## src/rtl/btn_debounce_edge_if.sv

```systemverilog
// btn_debounce_edge_if: button bus between raw push-buttons and the debounce stage
// Signals:
//   i_btn         raw, asynchronous, bouncing buttons (1 = pressed)
//   o_btn_level   debounced level per button
//   o_btn_press   one-cycle pulse on an accepted press
//   o_btn_release one-cycle pulse on an accepted release
//   o_btn_toggle  inverts on every accepted press
// Modports: master drives the raw buttons and consumes the conditioned outputs;
// slave is the debouncer.
interface btn_debounce_edge_if #(
    parameter int NB_BUTTONS = 4
);
    logic [NB_BUTTONS-1:0] i_btn;
    logic [NB_BUTTONS-1:0] o_btn_level;
    logic [NB_BUTTONS-1:0] o_btn_press;
    logic [NB_BUTTONS-1:0] o_btn_release;
    logic [NB_BUTTONS-1:0] o_btn_toggle;

    modport master (
        output i_btn,
        input  o_btn_level,
        input  o_btn_press,
        input  o_btn_release,
        input  o_btn_toggle
    );

    modport slave (
        input  i_btn,
        output o_btn_level,
        output o_btn_press,
        output o_btn_release,
        output o_btn_toggle
    );
endinterface

```

## src/rtl/btn_debounce_edge.sv

```systemverilog
// btn_debounce_edge: per-button synchroniser, debounce FSM and edge/toggle generation
// Ports:
//   clock    system clock, all state updates on the rising edge
//   i_reset  synchronous active-high reset
//   bus      btn_debounce_edge_if.slave: i_btn in; o_btn_level, o_btn_press,
//            o_btn_release, o_btn_toggle out (all registered)
// Each button runs an independent four-state machine. A change of the
// synchronised input is only accepted after DB_CYCLES consecutive stable
// samples; any glitch in between drops back to the stable state.
module btn_debounce_edge #(
    parameter int NB_BUTTONS = 4,
    parameter int NB_DB_CNT  = 16,
    parameter int DB_CYCLES  = 1000
) (
    input  logic                 clock,
    input  logic                 i_reset,
    btn_debounce_edge_if.slave   bus
);
    typedef enum logic [1:0] {
        IDLE,
        CHK_PRESS,
        PRESSED,
        CHK_REL
    } state_t;

    localparam logic [NB_DB_CNT-1:0] CNT_MAX = NB_DB_CNT'(DB_CYCLES - 1);

    logic   [NB_BUTTONS-1:0] s1_q;
    logic   [NB_BUTTONS-1:0] s2_q;
    state_t                  state_q [NB_BUTTONS];
    state_t                  state_d [NB_BUTTONS];
    logic   [NB_DB_CNT-1:0]  cnt_q   [NB_BUTTONS];
    logic   [NB_DB_CNT-1:0]  cnt_d   [NB_BUTTONS];
    logic   [NB_BUTTONS-1:0] level_q, level_d;
    logic   [NB_BUTTONS-1:0] press_q, press_d;
    logic   [NB_BUTTONS-1:0] rel_q, rel_d;
    logic   [NB_BUTTONS-1:0] tog_q, tog_d;

    // two-flop synchroniser; the FSM only ever looks at s2_q
    always_ff @(posedge clock) begin
        if (i_reset) begin
            s1_q <= '0;
            s2_q <= '0;
        end else begin
            s1_q <= bus.i_btn;
            s2_q <= s1_q;
        end
    end

    always_ff @(posedge clock) begin
        if (i_reset) begin
            for (int i = 0; i < NB_BUTTONS; i++) begin
                state_q[i] <= IDLE;
                cnt_q[i]   <= '0;
            end
            level_q <= '0;
            press_q <= '0;
            rel_q   <= '0;
            tog_q   <= '0;
        end else begin
            state_q <= state_d;
            cnt_q   <= cnt_d;
            level_q <= level_d;
            press_q <= press_d;
            rel_q   <= rel_d;
            tog_q   <= tog_d;
        end
    end

    // counter is cleared on every state change, so it never exceeds CNT_MAX
    always_comb begin
        state_d = state_q;
        cnt_d   = cnt_q;
        level_d = level_q;
        press_d = '0;
        rel_d   = '0;
        tog_d   = tog_q;
        for (int i = 0; i < NB_BUTTONS; i++) begin
            case (state_q[i])
                IDLE: begin
                    if (s2_q[i]) begin
                        state_d[i] = CHK_PRESS;
                        cnt_d[i]   = '0;
                    end
                end
                CHK_PRESS: begin
                    if (!s2_q[i]) begin
                        state_d[i] = IDLE;
                        cnt_d[i]   = '0;
                    end else if (cnt_q[i] == CNT_MAX) begin
                        state_d[i] = PRESSED;
                        cnt_d[i]   = '0;
                        level_d[i] = 1'b1;
                        press_d[i] = 1'b1;
                        tog_d[i]   = ~tog_q[i];
                    end else begin
                        cnt_d[i] = cnt_q[i] + NB_DB_CNT'(1);
                    end
                end
                PRESSED: begin
                    if (!s2_q[i]) begin
                        state_d[i] = CHK_REL;
                        cnt_d[i]   = '0;
                    end
                end
                CHK_REL: begin
                    if (s2_q[i]) begin
                        state_d[i] = PRESSED;
                        cnt_d[i]   = '0;
                    end else if (cnt_q[i] == CNT_MAX) begin
                        state_d[i] = IDLE;
                        cnt_d[i]   = '0;
                        level_d[i] = 1'b0;
                        rel_d[i]   = 1'b1;
                    end else begin
                        cnt_d[i] = cnt_q[i] + NB_DB_CNT'(1);
                    end
                end
                default: begin
                    state_d[i] = IDLE;
                    cnt_d[i]   = '0;
                end
            endcase
        end
    end

    assign bus.o_btn_level   = level_q;
    assign bus.o_btn_press   = press_q;
    assign bus.o_btn_release = rel_q;
    assign bus.o_btn_toggle  = tog_q;
endmodule

```

## src/flat_wrapper.sv

```systemverilog
// flat-port wrapper written by rule: the top's interface ports become plain ports
module btn_debounce_edge_flat 
#(
    parameter int NB_BUTTONS = 4,
    parameter int NB_DB_CNT  = 16,
    parameter int DB_CYCLES  = 1000
)
  (clock, i_reset, bus_i_btn, bus_o_btn_level, bus_o_btn_press, bus_o_btn_release, bus_o_btn_toggle);
  btn_debounce_edge_if #(.NB_BUTTONS(NB_BUTTONS)) bus_i ();
  input  logic clock;
  input  logic i_reset;
  input wire logic [$bits(bus_i.i_btn)-1:0] bus_i_btn;
  output wire logic [$bits(bus_i.o_btn_level)-1:0] bus_o_btn_level;
  output wire logic [$bits(bus_i.o_btn_press)-1:0] bus_o_btn_press;
  output wire logic [$bits(bus_i.o_btn_release)-1:0] bus_o_btn_release;
  output wire logic [$bits(bus_i.o_btn_toggle)-1:0] bus_o_btn_toggle;
  assign bus_i.i_btn = bus_i_btn;
  assign bus_o_btn_level = bus_i.o_btn_level;
  assign bus_o_btn_press = bus_i.o_btn_press;
  assign bus_o_btn_release = bus_i.o_btn_release;
  assign bus_o_btn_toggle = bus_i.o_btn_toggle;
  btn_debounce_edge #(.NB_BUTTONS(NB_BUTTONS), .NB_DB_CNT(NB_DB_CNT), .DB_CYCLES(DB_CYCLES)) u_core (.clock(clock), .i_reset(i_reset), .bus(bus_i));
endmodule
```

## config.mk

```make
export PLATFORM = sky130hd
export DESIGN_NAME = btn_debounce_edge_flat
export DESIGN_NICKNAME = d
export VERILOG_FILES = /design/src/rtl/btn_debounce_edge_if.sv /design/src/rtl/btn_debounce_edge.sv /design/src/flat_wrapper.sv
export SDC_FILE = /design/constraint.sdc
export NUM_CORES = 1
export LEC_CHECK = 0
export CORE_AREA = 4 4 89 91
export DETAILED_ROUTE_END_ITERATION = 10
export DIE_AREA = 0 0 93 95
export GPL_TIMING_DRIVEN = 0
export PLACE_DENSITY = 0.86
export SYNTH_ARGS = -nofsm -noshare
export SYNTH_HDL_FRONTEND = slang
export SYNTH_SLANG_ARGS = --single-unit
```

## constraint.sdc

```tcl
create_clock -name clock -period 4 [get_ports clock]
set_input_delay 0.4 -clock clock [delete_from_list [all_inputs] [get_ports clock]]
set_output_delay 0.4 -clock clock [all_outputs]
set_load 0.02 [all_outputs]
```

==> results.json <==
{
  "outcome": "completed",
  "period_share": 0.6246,
  "hold_viol": 0,
  "synth.distinct_cells": 53,
  "fillers": 595,
  "clk_pin_slew_ns": 0.10,
  "grt_setup_unrepaired": "no",
  "fp-row-count": 31,
  "min_period_ns": 2.498,
  "drt_iter0_drc": 193,
  "yosysSeqAreaShare": 0.4355,
  "grt_pass1_wl_um": 16160,
  "post_cts_resized": 0,
  "grt_pass1_vias": 3612,
  "ios": 22,
  "max-slew-margin-rel": 0.2274,
  "viasPerCell": 6.037,
  "synth-xor-area-share": 0.05160,
  "finalSetupViolations": 0,
  "multiInputGateArea_um2": 2346,
  "setup_tns_ns": 0,
  "yosysWarningCount": 0,
  "critPathArrivalTime_ns": 2.76,
  "die-area_um2": 8835,
  "gp_congestion": 0.8465,
  "drt-total-wl_um": 9234,
  "fmax_mhz": 400.2,
  "end_kind": "flip-flop",
  "clock-sinks": 96,
  "rr_startpoint": "u_core.cnt_q[0]",
  "clockBufferDepth": 2,
  "dp.final_hpwl_um": 6451,
  "grt_start_max_net_pins": 17,
  "syn_area_per_cell_um2": 8.454,
  "fin_nets": 564,
  "drv_cap": 0,
  "startpoint": "u_core.cnt_q[0]",
  "syn-cell-area_um2": 4413,
  "cts_setup_buffers": 0,
  "setup_ws_ns": 1.502,
  "antenna_cells": 0,
  "antenna_found_initial": 0,
  "drc_errors": 0,
  "cts_tree": "yes",
  "cts_hold_buffers": 0,
  "initial_utilization": 0.6183,
  "grt_util_all_layers": 0.2225,
  "synthSimpleGateAreaFrac": 0.3054,
  "p_leak_uw": 0.001603,
  "drive_gt1_frac": 0.06272,
  "synth_nets": 532,
  "area_growth_syn_to_layout_pct": 11.40,
  "slew_violations": 0,
  "critical_path_class": "reg2reg",
  "tightestPinTransition_ns": 1.150,
  "yosys-mux-area-fraction": 0.01134,
  "synth_top_family_by_area": "simple AND/OR/NAND/NOR gates",
  "hp-class": "reg2reg",
  "power.density_nw_per_um2": 327.6,
  "synth_edf_count": 0,
  "portBuffers": 21,
  "dr.pass1.iters": 5,
  "root_buffer": "clkbuf_8",
  "gr-total-overflow": 0,
  "via_count": 3966,
  "synth_compound_area_frac": 0.1520,
  "cp.required_ns": 4.27,
  "numCtsBuffers": 9,
  "worstSkewPairLatency_ns": 0.37,
  "synth_fa_ha_area_frac": 0.01134,
  "seq_area_um2": 1922,
  "synth_cells": 522,
  "path_max_fanout": 10,
  "vdd_drop_max_mv": 0.2079,
  "synthFlopType": "dfxtp_1",
  "hold_start": "u_core.s1_q[1]",
  "synth-seq-cells": 96,
  "die_w_um": 93,
  "pre_cts_slack_ns": 1.405,
  "worst_clock_skew_ns": 0.01279,
  "wire_per_inst_um": 14.05,
  "fp.coreArea_um2": 7137,
  "htreeDepth": 3,
  "die-height_um": 95,
  "ant_nets": 0,
  "synthArstFlopShare": 0,
  "cp-start-kind": "flip-flop"
}
## area by class of cell
cell class | instances | share of cell area
Clock inverter | 6 | 0.009163
Multi-Input combinational cell | 390 | 0.4772
Sequential cell | 96 | 0.3909
Clock buffer | 9 | 0.02520
Timing Repair Buffer | 21 | 0.04276
Buffer | 21 | 0.01807
Tap cell | 99 | 0.02520
Inverter | 15 | 0.01145
## power by group
group          leakage (µW)  switching (µW)  internal (µW)  total (µW)
clock             0.0000777             341            224         565
combinational      0.000750            45.7           27.6        73.3
sequential         0.000776            7.02            965         972
total               0.00160             394           1220        1610
## worst paths after layout
path / end / slack, ns / cells after the start
max reg2reg: u_core.cnt_q[11] / 1.50 / 7
max: u_core.cnt_q[11] / 1.50 / 7
min: u_core.s2_q[1] / 0.45 / 1
min reg2reg: u_core.s2_q[1] / 0.45 / 1
## layer usage
| metal | global-route usage | part of all wire | vias to the layer above |
|---|---|---|---|
| met5 | 0 | 0 | - |
| met4 | 0.08181 | 0.016 | 0 |
| met3 | 0.04542 | 0.051 | 14 |
| met2 | 0.3671 | 0.48 | 105 |
| met1 | 0.2892 | 0.45 | 1874 |
| li1 | - | - | 1973 |
## worst max-delay path, cell delays in order (launching register included)
cell and delay [ns]:
dfxtp_1 0.43, ha_1 0.27, or4b_2 0.65, nor4_4 0.44, nor3_2 0.15, buf_2 0.22
a21oi_1 0.14, mux2i_1 0.10
## cell families (layout without fill, tap and decap cells)
| kind of cell | Yosys count | after routing |
|---|---|---|
| xor gates and xnor gates | 26 | 26 |
| muxes | 5 | 5 |
| AOI/OAI and AO/OA | 112 | 112 |
| DFF | 96 | 96 |
| buffers and inverters | 36 | 72 |
| and+or+nand+nor | 243 | 243 |
| adders and majority gates | 4 | 4 |
## cell usage in the layout (no fill, tap or decap), drive strengths merged, types with 4 or more instances in the layout
cell type and instances:
a21oi 40, a22o 4, a22oi 4, a31oi 22, and3 7, buf 7, clkbuf 23, clkdlybuf4s50 21
dfxtp 96, ha 4, inv 16, mux2i 5, nand2 49, nand3 37, nand4 15, nand4b 6
nor2 51, nor2b 8, nor3 20, nor4 7, o21ai 24, or3 13, or4 12, or4b 4
xnor2 6, xor2 20
## synthesized netlist by cell type, types with 3 or more instances
cell type,count,area share
or3_1,13,0.018
nor3_1,18,0.020
a31oi_1,22,0.031
or4b_2,3,0.0068
nor4_1,3,0.0043
buf_2,4,0.0045
ha_1,4,0.011
nor4_4,4,0.019
a21oi_1,40,0.045
and3_1,7,0.0099
clkbuf_1,13,0.011
nand4_1,15,0.021
and3b_1,3,0.0060
nor2_1,51,0.043
inv_1,15,0.013
nand2_1,49,0.042
mux2i_1,5,0.011
nor2b_1,8,0.011
nor4b_1,3,0.0060
nand4b_1,6,0.012
a211oi_1,3,0.0051
a22oi_1,4,0.0068
dfxtp_1,96,0.44
o21ai_0,24,0.027
nand3_1,36,0.041
a22o_1,4,0.0079
xor2_1,20,0.040
nand2b_1,3,0.0043
xnor2_1,6,0.012
or4_1,11,0.019
## sequential cells by signal, summed over array words and instances, names as in the netlist, named ones only
register                  flops
u_core.s2_q                   4
u_core.cnt_q                 64
u_core.state_q                4
u_core.bus.o_btn_toggle       4
u_core.s1_q                   4
u_core.bus.o_btn_release      4
u_core.bus.o_btn_press        4
u_core.bus.o_btn_level        4
## metrics by stage
| step | cells | instance area, µm² | hold WS, ns | utilization | power, µW |
|---|---|---|---|---|---|
| 2_1_floorplan | 522 | 4413 | 0.4138 | - | 1039 |
| 3_3_place_gp | 642 | 4747 | 0.4188 | 0.6651 | 1064 |
| 3_5_place_dp | 642 | 4747 | 0.4310 | 0.6651 | 1067 |
| 4_1_cts | 657 | 4916 | 0.4538 | 0.6888 | 1621 |
| 5_1_grt | 657 | 4916 | 0.4671 | 0.6888 | 1671 |
| 6_report | 657 | 4916 | 0.4479 | 0.6888 | 1610 |
(Power assumes the default switching activity.)
